**config.mk**
```make
export PLATFORM = sky130hd
export DESIGN_NAME = mem_req_ctrl
export DESIGN_NICKNAME = d
export VERILOG_FILES = /design/src/rtl/mem_pkg.sv /design/src/rtl/mem_rsp_fifo.sv /design/src/rtl/mem_req_ctrl.sv
export SDC_FILE = /design/constraint.sdc
export NUM_CORES = 1
export LEC_CHECK = 0
export BUFFER_PORTS_ARGS = -buffer_cell sky130_fd_sc_hd__buf_4
export CORE_UTILIZATION = 40
export DETAILED_ROUTE_END_ITERATION = 10
export GPL_TIMING_DRIVEN = 0
export PLACE_DENSITY = 0.71
export SLEW_MARGIN = 20
export SYNTH_ARGS = -nofsm -noshare
export SYNTH_HDL_FRONTEND = slang
export SYNTH_SLANG_ARGS = --single-unit
export TNS_END_PERCENT = 30
```
**constraint.sdc**
```tcl
create_clock -name i_clk -period 2.5 [get_ports i_clk]
set_input_delay 0.5 -clock i_clk [delete_from_list [all_inputs] [get_ports i_clk]]
set_output_delay 0.5 -clock i_clk [all_outputs]
set_load 0.1 [all_outputs]
```
**src/rtl/mem_pkg.sv**
```systemverilog
// Shared constants for the block-RAM request controller and its response FIFO.
// Latency: n/a (constants only).
// Backpressure: n/a.
package mem_pkg;

    localparam int ADDR_W_DEF    = 10;  // 1024-word RAM
    localparam int DATA_W_DEF    = 16;
    localparam int RSP_DEPTH_DEF = 4;

    // Registered read data of the dual-port RAM: one cycle from address to dout.
    // Sizes the in-flight read shift register in the controller.
    localparam int MEM_RD_LAT    = 1;

endpackage

```
**src/rtl/mem_rsp_fifo.sv**
```systemverilog
// Response FIFO: synchronous, power-of-2 depth, head word visible combinationally.
// Latency: a push is visible at the head the cycle after it is written.
// Backpressure: none internally; the caller's credit scheme guarantees no overflow.
//
// Ports:
//   i_clk, i_rst        clock, async active-high reset (pointers/count only)
//   i_push, i_push_data write one word
//   i_pop               discard the head word
//   o_data              head word (storage[rd_ptr]), meaningless when o_count==0
//   o_count             number of stored words, 0..RSP_DEPTH
module mem_rsp_fifo #(
    parameter int  DATA_W    = 16,
    parameter int  RSP_DEPTH = 4,
    localparam int PTR_W     = $clog2(RSP_DEPTH),
    localparam int CNT_W     = PTR_W + 1
) (
    input  logic              i_clk,
    input  logic              i_rst,
    input  logic              i_push,
    input  logic [DATA_W-1:0] i_push_data,
    input  logic              i_pop,
    output logic [DATA_W-1:0] o_data,
    output logic [CNT_W-1:0]  o_count
);

    logic [DATA_W-1:0] storage [RSP_DEPTH];
    logic [PTR_W-1:0]  wr_ptr;
    logic [PTR_W-1:0]  rd_ptr;
    logic              do_push;
    logic              do_pop;

    // Guards keep the pointers sane even if a caller misbehaves.
    assign do_pop  = i_pop & (o_count != '0);
    assign do_push = i_push & ((o_count != CNT_W'(RSP_DEPTH)) | do_pop);

    always_ff @(posedge i_clk or posedge i_rst) begin
        if (i_rst) begin
            wr_ptr  <= '0;
            rd_ptr  <= '0;
            o_count <= '0;
        end else begin
            if (do_push) wr_ptr <= wr_ptr + 1'b1;
            if (do_pop)  rd_ptr <= rd_ptr + 1'b1;
            case ({do_push, do_pop})
                2'b10:   o_count <= o_count + CNT_W'(1);
                2'b01:   o_count <= o_count - CNT_W'(1);
                default: o_count <= o_count;
            endcase
        end
    end

    // Storage needs no reset: nothing is read until the count says it is valid.
    always_ff @(posedge i_clk) begin
        if (do_push) storage[wr_ptr] <= i_push_data;
    end

    assign o_data = storage[rd_ptr];

endmodule

```
**src/rtl/mem_req_ctrl.sv**
```systemverilog
// Initiator-side controller for one port of the synchronous (write-first) block RAM.
// Latency: fire-to-response fixed at 2 cycles (RAM read stage + FIFO push), no bypass.
// Backpressure: credit-based; o_req_ready drops when FIFO count + reads in flight reach RSP_DEPTH.
//
// Optional feature macro: MEM_REQ_CTRL_WRITE_ACK_EN -- writes consume a credit and
// return their write-first dout as an acknowledge response, ordered with reads.
//
// Ports:
//   i_clk, i_rst                          clock, async active-high reset
//   i_req_valid/o_req_ready               request handshake
//   i_req_we, i_req_addr, i_req_wdata     request payload
//   o_rsp_valid/i_rsp_ready, o_rsp_data   response handshake and FIFO head data
//   o_mem_addr, o_mem_din, o_mem_wen      RAM port drive (combinational from request)
//   i_mem_dout                            RAM registered read data
module mem_req_ctrl
    import mem_pkg::*;
#(
    parameter int ADDR_W    = ADDR_W_DEF,
    parameter int DATA_W    = DATA_W_DEF,
    parameter int RSP_DEPTH = RSP_DEPTH_DEF
) (
    input  logic              i_clk,
    input  logic              i_rst,
    input  logic              i_req_valid,
    output logic              o_req_ready,
    input  logic              i_req_we,
    input  logic [ADDR_W-1:0] i_req_addr,
    input  logic [DATA_W-1:0] i_req_wdata,
    output logic              o_rsp_valid,
    input  logic              i_rsp_ready,
    output logic [DATA_W-1:0] o_rsp_data,
    output logic [ADDR_W-1:0] o_mem_addr,
    output logic [DATA_W-1:0] o_mem_din,
    output logic              o_mem_wen,
    input  logic [DATA_W-1:0] i_mem_dout
);

    localparam int CNT_W = $clog2(RSP_DEPTH) + 1;
    localparam int OCC_W = CNT_W + 1;

    logic                  rst_q;     // high from reset until the first clock after release
    logic [MEM_RD_LAT-1:0] rd_pend;   // one bit per RAM pipeline stage carrying a response
    logic [CNT_W-1:0]      fifo_count;
    logic [OCC_W-1:0]      occupancy;
    logic                  fire;
    logic                  rsp_fire;  // this request will produce a response
    logic                  push;
    logic                  pop;

    assign fire = i_req_valid & o_req_ready;

`ifdef MEM_REQ_CTRL_WRITE_ACK_EN
    assign rsp_fire = fire;
`else
    assign rsp_fire = fire & ~i_req_we;
`endif

    // RAM port follows the request directly; the write only happens on a fire.
    assign o_mem_addr = i_req_addr;
    assign o_mem_din  = i_req_wdata;
    assign o_mem_wen  = fire & i_req_we;

    always_ff @(posedge i_clk or posedge i_rst) begin
        if (i_rst) begin
            rst_q   <= 1'b1;
            rd_pend <= '0;
        end else begin
            rst_q   <= 1'b0;
            rd_pend <= (rd_pend << 1) | MEM_RD_LAT'(rsp_fire);
        end
    end

    // Credits in use: words already stored plus words still inside the RAM pipeline.
    always_comb begin
        occupancy = {1'b0, fifo_count};
        for (int k = 0; k < MEM_RD_LAT; k++) begin
            occupancy = occupancy + OCC_W'(rd_pend[k]);
        end
    end

    // Registers only: no path from valid/we/rsp_ready, so a same-cycle pop frees
    // its credit one cycle later.
    assign o_req_ready = ~rst_q & (occupancy < OCC_W'(RSP_DEPTH));

    assign push        = rd_pend[MEM_RD_LAT-1];
    assign o_rsp_valid = (fifo_count != '0);
    assign pop         = o_rsp_valid & i_rsp_ready;

    mem_rsp_fifo #(
        .DATA_W    (DATA_W),
        .RSP_DEPTH (RSP_DEPTH)
    ) u_fifo (
        .i_clk       (i_clk),
        .i_rst       (i_rst),
        .i_push      (push),
        .i_push_data (i_mem_dout),
        .i_pop       (pop),
        .o_data      (o_rsp_data),
        .o_count     (fifo_count)
    );

endmodule

```
# After elaboration in Yosys (flattened, before gate mapping)
# Memory sizes are Yosys's and may differ from the RTL's.
# Index checks and enable logic that the tools add are counted.
dict set report op_classes {
  n_addsub 5
  order_cmp 1
  eq_ne 3
  n_mux 3
  bitwise_logic 10
  n_reduce_logical 2
}
# op n
set op_table {}
lappend op_table {{bitwise AND 1 bit} 7}
lappend op_table {{case mux 3 bit (2 select lines)} 1}
lappend op_table {{adder 2 x 1 -> 2 bit, second input constant} 2}
lappend op_table {{adder 3 x 1 -> 4 bit} 1}
lappend op_table {{< comparator 4 x 3 -> 1 bit, second input constant} 1}
lappend op_table {{adder 3 x 1 -> 3 bit, second input constant} 1}
lappend op_table {{!= test 3 bit, second input constant} 1}
lappend op_table {{nonzero test 3 bit} 1}
lappend op_table {{subtractor 3 x 1 -> 3 bit, second input constant} 1}
lappend op_table {{equality test 2 x 1 -> 1 bit, second input constant} 1}
lappend op_table {{equality test 2 bit, second input constant} 1}
lappend op_table {{two-way mux 1 bit} 2}
lappend op_table {{NOT 1 bit} 2}
lappend op_table {{nonzero test 2 bit} 1}
lappend op_table {{OR 1 bit} 1}
dict set report word_totals {
  regBits 9
  mem_bits_rw 64
  inputBits 47
  output_inout_bits 45
  mem_count 1
}
# memory words word_bits read_ports rd_clocked_by_memory_dff wr line_no
set mem_list {}
lappend mem_list {u_fifo.storage 4 16 1 0 1 mem_rsp_fifo.sv:26} ;# logic [DATA_W-1:0] storage [RSP_DEPTH];

# Logic depth before layout (Yosys ltp)
dict set report logic_depth {
  depth_word 7
  ltp_mapped 9
}

# Cells and area by module
# Synthesis repeated with hierarchy kept, for this count alone.
dict set report hier_totals {
  hier_cells 156
  hier_area_um2 3032.9
}
# mod n_inst cells_each area_per_inst_um2 seq_area_each_um2
set by_module_without_submodules {}
lappend by_module_without_submodules {mem_rsp_fifo 1 121 2728.9 2097.0}
lappend by_module_without_submodules {mem_req_ctrl 1 35 304.0 51.3}

# Least setup slack after synthesis
# No wires, ideal clock.
dict set report synth_path {
  path_kind {register -> output}
  start {reg u_fifo.o_count[1]}
  end {out o_mem_wen}
  arrival_time_ns 4.029
  required_ns 2.000
  path_slack_ns -2.029
  path_stages_with_launch 3
  n_path_buf 0
  cell_sequence {dfrtp_1 a311oi_1 and3_1}
}
dict set report synth_via {
  elab_chain_len 5
}
# element line_no
set synth_rtl {}
lappend synth_rtl {{start, declared} mem_rsp_fifo.sv:23} ;# output logic [CNT_W-1:0] o_count
lappend synth_rtl {{start signal, assigned} mem_rsp_fifo.sv:45} ;# 2'b10: o_count <= o_count + CNT_W'(1);
lappend synth_rtl {{start signal, assigned} mem_rsp_fifo.sv:46} ;# 2'b01: o_count <= o_count - CNT_W'(1);
lappend synth_rtl {{start signal, assigned} mem_rsp_fifo.sv:47} ;# default: o_count <= o_count;
lappend synth_rtl {{adder 3 x 1 -> 4 bit} mem_req_ctrl.sv:77} ;# occupancy = occupancy + OCC_W'(rd_pend[k]);
lappend synth_rtl {{< comparator 4 x 3 -> 1 bit} mem_req_ctrl.sv:83} ;# assign o_req_ready = ~rst_q & (occupancy < OCC_W'(RSP_DEPTH));
lappend synth_rtl {{bitwise AND 1 bit} mem_req_ctrl.sv:83}
lappend synth_rtl {{named net o_req_ready} mem_req_ctrl.sv:25} ;# output logic o_req_ready,
lappend synth_rtl {{bitwise AND 1 bit} mem_req_ctrl.sv:50} ;# assign fire = i_req_valid & o_req_ready;
lappend synth_rtl {{bitwise AND 1 bit} mem_req_ctrl.sv:61} ;# assign o_mem_wen = fire & i_req_we;
lappend synth_rtl {{end, declared} mem_req_ctrl.sv:34} ;# output logic o_mem_wen,
# The timed path passes the listed nets, and every way through them passes these cells.

# Final worst setup path
dict set report layout_path {
  start {reg u_fifo.rd_ptr[0]}
  end {out o_rsp_data[4]}
}
dict set report layout_via {
  elab_chain_len 1
}
# element line_no
set layout_rtl {}
lappend layout_rtl {{start, declared} mem_rsp_fifo.sv:28} ;# logic [PTR_W-1:0] rd_ptr;
lappend layout_rtl {{start signal, assigned} mem_rsp_fifo.sv:43} ;# if (do_pop) rd_ptr <= rd_ptr + 1'b1;
lappend layout_rtl {{memory read (4 x 16 bit)} n/a}
lappend layout_rtl {{end, declared} mem_req_ctrl.sv:31} ;# output logic [DATA_W-1:0] o_rsp_data,
# No other way between the ends.

==> metrics <==
result of the run completed; Worst Setup Start Kind flop; buffer count from post-CTS setup fixing 0; maximum number of pins on one net before global-route repair 17; 1st-pass router iterations 6; Cell Pwr Density 1210 mW/mm^2; fraction of the cycle the final worst path needs 94.8%; flop-to-flop setup slack about 310 ps; wire per inst 14.4 microns; post-CTS sizing 0; via count of the first global-routing pass 1403; Worst R2R Start u_fifo.o_count[0]; final antenna-violating net count 0; highest fanout seen on the critical path 10; Lkg Pwr 1.47 nW; floorplan core area between 0.007 and 0.008 sq mm; TritonCTS clock tree yes; relative slew slack 43.7%; measured slew at the worst slew-check pin 844 ps; clock tree skew after final layout 10.1 ps; Crit path top cell by count sky130_fd_sc_hd__buf_4; die extent in x a little under 90 microns; H-tree levels 3; global-route wire length before repair 7120 microns; Inserted Clock Buffers 9; Crit path buffers/inverters 3; final net count about 280; die area 0.00790 sq mm; Ant. Diodes 0; number of hold-repair buffers added at the cts stage 0; maximum VDD drop roughly 0.55 mV; unrepaired setup endpoints after global routing no; main area contributors after synthesis sky130_fd_sc_hd__edfxtp_1, sky130_fd_sc_hd__mux4_2, sky130_fd_sc_hd__buf_4; post-route minimum period roughly 2400 ps; clock latency on the worst-skew pair 340 ps; number of top-level pins 92; total setup violations reported at the end of the flow 0; synthesized instance count roughly 160; final worst slack 131 ps; class of the tightest hold or removal check input pin to async pin; DP Worst Slack ~250 ps; delay-heaviest family, CP buffers and inverters; count of final max-slew check failures 0; flip-flop and latch count after synthesis 73; Net Count, Synth 208; Clock Pin Slew Worst Setup and Hold Paths around 70 ps; area of the mapped netlist just over 0.003 sq mm; cell-by-cell listing of the critical path buf_4, buf_6, mux4_2, buf_4; clock root buffer sky130_fd_sc_hd__clkbuf_8; capturing point of the worst reg2reg path u_fifo.o_count[2]; dpl hpwl between 3000 and 4000 microns; IO Port Bufs 65; number of synthesized flops with an enable pin 64; Post-Syn Area per Cell 19.5 sq um; max-cap viol count 0; Fin Setup TNS 0 ps; Synth top area share 63.7%; final-report hold violation count 0; post-detailed-route via-to-cell ratio between 4 and 5; WHS 134 ps; top flip-flop cell by instance count after synthesis sky130_fd_sc_hd__edfxtp_1; Seq/Total Area, Yosys a little under three quarters; crit end category output port; vias after detailed routing 1516; slowest library cell on the worst path sky130_fd_sc_hd__mux4_2; longest individual stage delay on the worst path 520 ps; deepest clock path buffer count 2; RePlAce Congestion 0.662; overall fraction of global-route tracks in use 13.1%; CP required 2000 ps; fillers 638; clock net sink count 73; type of the setup path with the least slack flop to output port; starting utilization of the core area 41.4%; peak clock frequency supported by timing 422 MHz; row count 31; largest area contributor in the netlist sky130_fd_sc_hd__edfxtp_1; Routed WL 4820 microns; distinct cell type count after synthesis 24; overall overflow remaining after global route 0; Async S/R FF share, synth 12.3%; residual DRC count 0; Die Height 88.9 microns; cells on worst reg2reg path 8; arrival time reported for the critical path endpoint between 1500 and 2000 ps; synth warn 0; layout cells sized above 1 56.8%; violation count after the first detailed-route iteration 73; area added between synthesis and finish 26.8%; number of antenna violations at the first check in global routing 0
## placed cells by master (no fill, tap or decap), types with 2 or more instances in the layout
master and count:
sky130_fd_sc_hd__buf_4 92, sky130_fd_sc_hd__edfxtp_1 64, sky130_fd_sc_hd__mux4_2 16, sky130_fd_sc_hd__clkbuf_8 9, sky130_fd_sc_hd__dfrtp_1 8, sky130_fd_sc_hd__inv_1 7
sky130_fd_sc_hd__ha_1 5, sky130_fd_sc_hd__xnor2_1 4, sky130_fd_sc_hd__clkinv_1 3, sky130_fd_sc_hd__and2_2 3, sky130_fd_sc_hd__xor2_1 2, sky130_fd_sc_hd__buf_2 2
sky130_fd_sc_hd__nand2_1 2, sky130_fd_sc_hd__nor2_1 2, sky130_fd_sc_hd__clkinv_4 2
## how the worst max path moves through the flow
stage | startpoint | end | depth (start not counted)
5_1_grt | u_fifo.rd_ptr[0] | o_rsp_data[7] | 4
2_1_floorplan | u_fifo.o_count[1] | o_mem_wen | 2
3_3_place_gp | i_rsp_ready | u_fifo.o_count[2] | 9
6_report | u_fifo.rd_ptr[0] | o_rsp_data[4] | 4
4_1_cts | u_fifo.rd_ptr[0] | o_rsp_data[7] | 4
3_5_place_dp | i_rsp_ready | u_fifo.o_count[2] | 9
## flip-flops by register name (all words and copies together), names as in the netlist
name            count
u_fifo.wr_ptr       2
u_fifo.storage     64
u_fifo.rd_ptr       2
u_fifo.o_count      3
push                1
rst_q               1
## layout make-up
class / count / area, sq um / share of cell area, %
clock inverter: 7 / 46.3 / 1.21
inverter: 8 / 30.0 / 0.785
sequential: 73 / 2150 / 56.1
tap: 99 / 124 / 3.24
multi-input combinational: 44 / 642 / 16.8
buffer: 30 / 224 / 5.85
clock buffer: 9 / 124 / 3.24
timing repair buffer: 65 / 488 / 12.8
## worst register-to-register path: stages, from the launching register on
cell	delay, ps
sky130_fd_sc_hd__dfrtp_1	470
sky130_fd_sc_hd__o41a_4	570
sky130_fd_sc_hd__inv_1	70
sky130_fd_sc_hd__ha_1	180
sky130_fd_sc_hd__inv_1	60
sky130_fd_sc_hd__fa_1	370
sky130_fd_sc_hd__xor2_1	150
sky130_fd_sc_hd__nor2_1	110
sky130_fd_sc_hd__xnor2_1	130
## power breakdown
group | total, mW | internal [mW] | switching (mW)
Combinational | 2.34 | 0.641 | 1.70
Sequential | 1.51 | 1.43 | 0.0762
Clock | 0.789 | 0.358 | 0.431
Total | 4.63 | 2.43 | 2.20
## synthesized netlist by cell type, types with 2 or more instances
cell / n
sky130_fd_sc_hd__and2_2: 3
sky130_fd_sc_hd__buf_2: 2
sky130_fd_sc_hd__buf_4: 28
sky130_fd_sc_hd__dfrtp_1: 8
sky130_fd_sc_hd__edfxtp_1: 64
sky130_fd_sc_hd__ha_1: 5
sky130_fd_sc_hd__inv_1: 7
sky130_fd_sc_hd__mux4_2: 16
sky130_fd_sc_hd__nand2_1: 2
sky130_fd_sc_hd__nor2_1: 2
sky130_fd_sc_hd__xnor2_1: 4
sky130_fd_sc_hd__xor2_1: 2
## logic make-up (layout without fill, tap and decap cells)
family                   count (synthesis)  in the layout  share of synthesized area, %
AND/OR/NAND/NOR                         10             10                          1.82
buffers and inverters                   38            119                          8.29
XOR/XNOR                                 6              6                          1.74
other                                    1              1                         0.124
AO/OA/AOI/OAI                            3              3                          1.33
flip-flops                              73             73                          71.2
multiplexers                            18             18                          12.8
adder cells (fa/ha/maj)                  6              6                          2.74
## per-stage QoR
stage                     std cells  instance area, sq um  utilization [%]  total power, mW
final                           335                  3830             52.5             4.63
after global routing            335                  3830             52.5             4.83
after CTS                       335                  3820             52.4             4.67
after detailed placement        319                  3650             50.1             3.89
after global placement          319                  3650             50.1             3.87
after floorplan                 155                  3040                -             3.49
## per-layer routing
layer	routed length [microns]	vias to the layer above	track usage (%)
met5	0	-	0
met4	37	0	4.84
met2	2520	62	22.0
met3	306	6	5.04
li1	-	707	-
met1	1950	741	15.2
Note: power is estimated with default switching activity, not from simulation.
